<file path="src/rtl/fifo_wr_arbiter.sv">
// -----------------------------------------------------------------------------
// fifo_wr_arbiter
// Shares the single write port of the 16-deep async FIFO between NREQ
// requesters in the iWCLK domain. A round-robin arbiter picks one owner. That
// owner then keeps the port until it flags last, reaches MAXBURST beats, or
// drops its request. Writes are held off while the FIFO reports full.
//
// Ports
//   iWCLK   write-domain clock
//   iWRST   asynchronous active-high reset
//   iREQ    per-requester valid
//   iLAST   per-requester last-of-burst qualifier (valid with iREQ)
//   iDAT    requester k word on bits [k*DATAWIDTH +: DATAWIDTH]
//   oGNT    per-requester ready; transfer = iREQ[k] & oGNT[k]
//   iFULL   FIFO full flag (registered, iWCLK domain)
//   oWDAT   FIFO write data (don't-care while oWINC=0)
//   oWINC   FIFO write increment, one word per high cycle
//   oBUSY   high while a burst is granted
//   oOWNER  index of the current or most recent owner
// -----------------------------------------------------------------------------
module fifo_wr_arbiter #(
  parameter int DATAWIDTH = 8,
  parameter int NREQ      = 4,
  parameter int IDXW      = 2,
  parameter int MAXBURST  = 4
) (
  input  logic                      iWCLK,
  input  logic                      iWRST,
  input  logic [NREQ-1:0]           iREQ,
  input  logic [NREQ-1:0]           iLAST,
  input  logic [NREQ*DATAWIDTH-1:0] iDAT,
  output logic [NREQ-1:0]           oGNT,
  input  logic                      iFULL,
  output logic [DATAWIDTH-1:0]      oWDAT,
  output logic                      oWINC,
  output logic                      oBUSY,
  output logic [IDXW-1:0]           oOWNER
);

  localparam int CNTW = 4;

  typedef enum logic {ST_IDLE, ST_BURST} state_t;

  state_t          state_q, state_d;
  logic [IDXW-1:0] owner_q, owner_d;
  logic [IDXW-1:0] ptr_q,   ptr_d;
  logic [CNTW-1:0] cnt_q,   cnt_d;

  logic            busy;
  logic            own_req;
  logic            xfer;
  logic [IDXW-1:0] pick;
  logic            pick_vld;
  logic [IDXW-1:0] idx;

  assign busy    = (state_q == ST_BURST);
  assign own_req = iREQ[owner_q];
  // The FIFO full flag lags a write by one cycle. The FIFO gates that edge
  // internally, so only the registered flag is used here.
  assign xfer    = busy & own_req & ~iFULL;

  // Round-robin search starting at ptr+1. The loop runs from the farthest
  // offset down to the nearest one, so the nearest requester is written last
  // and wins. Offset NREQ truncates to ptr itself, which makes ptr the
  // lowest-priority candidate.
  always_comb begin
    pick     = '0;
    pick_vld = 1'b0;
    idx      = '0;
    for (int i = NREQ; i >= 1; i--) begin
      idx = ptr_q + IDXW'(i);
      if (iREQ[idx]) begin
        pick     = idx;
        pick_vld = 1'b1;
      end
    end
  end

  always_comb begin
    oGNT = '0;
    if (busy) oGNT[owner_q] = ~iFULL;
  end

  assign oWINC  = xfer;
  assign oWDAT  = iDAT[owner_q*DATAWIDTH +: DATAWIDTH];
  assign oBUSY  = busy;
  assign oOWNER = owner_q;

  always_comb begin
    state_d = state_q;
    owner_d = owner_q;
    ptr_d   = ptr_q;
    cnt_d   = cnt_q;
    case (state_q)
      ST_IDLE: begin
        if (pick_vld) begin
          owner_d = pick;
          cnt_d   = '0;
          state_d = ST_BURST;
        end
      end
      ST_BURST: begin
        if (!own_req) begin
          // Abandon: no transfer this cycle; the owner drops to lowest priority.
          state_d = ST_IDLE;
          ptr_d   = owner_q;
        end else if (xfer) begin
          cnt_d = cnt_q + CNTW'(1);
          // Last and MAXBURST on the same beat produce a single exit.
          if (iLAST[owner_q] || (cnt_d == CNTW'(MAXBURST))) begin
            state_d = ST_IDLE;
            ptr_d   = owner_q;
          end
        end
      end
      default: state_d = ST_IDLE;
    endcase
  end

  always_ff @(posedge iWCLK or posedge iWRST) begin
    if (iWRST) begin
      state_q <= ST_IDLE;
      owner_q <= '0;
      ptr_q   <= IDXW'(NREQ - 1);
      cnt_q   <= '0;
    end else begin
      state_q <= state_d;
      owner_q <= owner_d;
      ptr_q   <= ptr_d;
      cnt_q   <= cnt_d;
    end
  end

endmodule

</file>
<file path="config.mk">
export PLATFORM = sky130hd
export DESIGN_NAME = fifo_wr_arbiter
export DESIGN_NICKNAME = d
export VERILOG_FILES = /design/src/rtl/fifo_wr_arbiter.sv
export SDC_FILE = /design/constraint.sdc
export NUM_CORES = 1
export LEC_CHECK = 0
export ABC_AREA = 1
export CAP_MARGIN = 10
export CORE_UTILIZATION = 37
export DETAILED_ROUTE_END_ITERATION = 7
export PLACE_DENSITY = 0.81
export SLEW_MARGIN = 15
export SYNTH_ARGS = -nofsm -noshare
export SYNTH_HDL_FRONTEND = slang
export SYNTH_SLANG_ARGS = --single-unit
</file>
<file path="constraint.sdc">
create_clock -name iWCLK -period 1.9 [get_ports iWCLK]
set_input_delay 0.19 -clock iWCLK [delete_from_list [all_inputs] [get_ports iWCLK]]
set_output_delay 0.19 -clock iWCLK [all_outputs]
set_load 0.02 [all_outputs]
</file>
==> impl_metrics.py <==
metrics = {
    "clocking": {
        "h-tree-depth": 1,
        "cts-root-buf": "clkbuf_4",
        "ctsResizeCount": 12,
        "clk_pin_slew_ns": 0.06,
        "postCtsHoldBufs": 0,
        "cts_tree": "yes",
        "cts.path.max_buffers": 2,
        "post-cts-setup-buffers": 0,
        "cts_made_buffers": 3,
        "cts_sinks": 9,
        "clk-insertion-delay-late_ns": 0.27,
    },
    "placed_design": {
        "gp_congestion": 0.820,
        "dp_cells": 257,
        "port_buffers": 58,
        "detailed_place_hpwl_um": 2640,
        "place_area_sq_um": 1620,
    },
    "floorplan": {
        "die_x_um": 53.0,
        "rows": 18,
        "chipHeight_um": 53.0,
        "start_util_pct": 38.9,
        "core_area_sq_um": 2480,
        "die-area_sq_um": 2810,
        "io_pins": 59,
    },
    "layout": {
        "finalCoreUtilization_pct": 66.2,
        "nets": 277,
        "fin_cells": 261,
        "final_cell_mix": "nand2_1 (63), clkdlybuf4s50_1 (45), nand3_1 (31), inv_1 (15)",
        "final_common_cell": "nand2_1",
        "ff_latch_area_sq_um": 229,
        "final_area_sq_um": 1640,
        "multi_input_area_sq_um": 632,
        "num-fill-cells": 230,
        "antenna_cells": 0,
        "drive_gt1_share_pct": 11.3,
        "areaGrowthSynthToFinish_pct": 70.3,
    },
    "global_routing": {
        "grt_pass1_vias": 1224,
        "grt_pass1_wl_um": 4840,
        "antenna_found_initial": 0,
        "grt_usage_pct": 23.5,
        "grt_max_degree": 11,
        "grt.overflow.total": 0,
    },
    "critical_path": {
        "cp.required_ns": 1.71,
        "crit_arrival_ns": 1.64,
        "crit_type": "reg2out",
        "cp_max_fo": 9,
        "end_kind": "primary output",
        "cp-start-kind": "register",
    },
    "power": {
        "p_sw_share_pct": 53.4,
        "combPwrFrac_pct": 76.5,
        "seqPwrFrac_pct": 17.0,
        "p_switching_uw": 1250,
        "p_clk_share_pct": 6.5,
        "max-vdd-ir-drop_v": 0.000943,
        "power.density_nw_per_um2": 1430,
        "internal_power_uw": 1090,
        "power_leakage_uw": 0.000872,
    },
    "timing": {
        "skew_ns": 0.00211,
        "maxSlewViolCount": 0,
        "period_minus_slack_ns": 1.83,
        "hold_ws_ns": 0.176,
        "finalCritPeriodShare_pct": 96.1,
        "maxSlewHeadroom_pct": 70.9,
        "setup_viol": 0,
        "worst_pin_slew_ns": 0.431,
        "hold_viol_final": 0,
        "fmax_ghz": 0.548,
        "rsz0062_at_grt": "false",
    },
    "logic_synthesis": {
        "ys.warnings.count": 0,
        "avgSynthCellArea_sq_um": 5.91,
        "synth_ff_type": "dfrtp_1",
        "synth_cells": 163,
        "synth-edff-count": 0,
        "seq_area_frac_synth_pct": 23.6,
        "synth-seq-cells": 9,
        "syn_area_sq_um": 963,
        "synthArstFlopShare_pct": 100,
        "synth_cell_type_count": 22,
        "syn_nets": 208,
    },
    "route": {
        "via_per_inst": 5.08,
        "vias": 1327,
        "routedWlPerCell_um": 12.5,
        "ant_nets": 0,
        "drcViolationCount": 0,
        "totalWireLength_um": 3270,
        "drt_iter0_drc": 46,
        "dr.pass1.iters": 4,
    },
    "flow_run": {
        "drv_cap": 0,
    },
    "min_path": {
        "hold_path.class": "in2async",
    },
    "status": {
        "status": "complete, no violations",
    },
}
-- power groups by stage --
stage                     logic, uW  clock network [uW]  registers [uW]
after floorplan                1150                   0             392
after global placement         1840                   0             387
after detailed placement       1890                   0             398
after CTS                      1800                 158             395
after global routing           1990                 163             412
final                          1800                 152             399
-- area by class of cell --
cell class / count / share of cell area [%]
inverters: 19 / 4.35
flip-flops and latches: 9 / 14.0
repair buffers: 68 / 39.3
clock buffers: 4 / 1.60
well taps: 30 / 2.29
multi-input cells: 131 / 38.5
-- Yosys cell counts, drive strengths merged (2+ instances only) --
cell type / number / area [sq um]
ha: 2 / 25.0
nand4: 2 / 12.5
o21ai: 3 / 26.3
nand2: 65 / 249
a21oi: 2 / 10.0
nor3: 3 / 15.0
dfrtp: 7 / 175
nor2: 12 / 55.1
buf: 4 / 32.5
inv: 19 / 71.3
nand3: 31 / 155
a22oi: 8 / 60.1
dfstp: 2 / 52.6
-- worst max-delay path, cell delays in order, from the launching register on --
cell,delay (ns)
dfrtp_1,0.41
buf_4,0.18
nor2_4,0.11
buf_4,0.17
nand2_1,0.06
nand3_1,0.10
dlygate4sd2_1,0.34
-- cell families after synthesis --
family | synth area share, %
DFF | 23.6
AOI/OAI and AO/OA | 10.7
buffers and inverters | 10.8
and+or+nand+nor | 50.5
adders and majority gates | 2.60
xor gates and xnor gates | 1.82
-- final timing paths --
kind                                            start                     to  slack, ns  depth (start not counted)
worst min-delay path                            iWRST        oBUSY$_DFF_PP0_       0.18                          2
max in group asynchronous                       iWRST   ptr_q[1]$_DFFE_PP1P_       1.43                          2
min in group iWCLK               ptr_q[1]$_DFFE_PP1P_   ptr_q[1]$_DFFE_PP1P_       0.53                          2
worst max register to register   ptr_q[0]$_DFFE_PP1P_  oOWNER[0]$_DFFE_PP0P_       0.21                          9
worst min register to register   ptr_q[1]$_DFFE_PP1P_   ptr_q[1]$_DFFE_PP1P_       0.53                          2
worst max-delay path            oOWNER[0]$_DFFE_PP0P_               oWDAT[0]       0.07                          6
-- sequential cells by signal, summed over array words and instances, names as in the netlist --
name    count
cnt_q       4
oOWNER      2
ptr_q       2
oBUSY       1
-- metal layers --
layer  wire length (um)  track usage [%]  up-vias
met4                 41             9.21        0
met2               1570             45.6       58
li1                   -                -      666
met3                384             5.75        6
met1               1280             23.5      597
met5                  0                0        -
-- stage by stage --
stage	setup TNS [ns]	worst slack, ns	power (uW)
4_1_cts	0	0.00255	2350
5_1_grt	0	0.00741	2560
3_3_place_gp	-0.101	-0.101	2220
6_report	0	0.0747	2350
2_1_floorplan	0	0.354	1540
3_5_place_dp	-0.142	-0.142	2290
No activity file was read; power rests on OpenSTA's default activity.
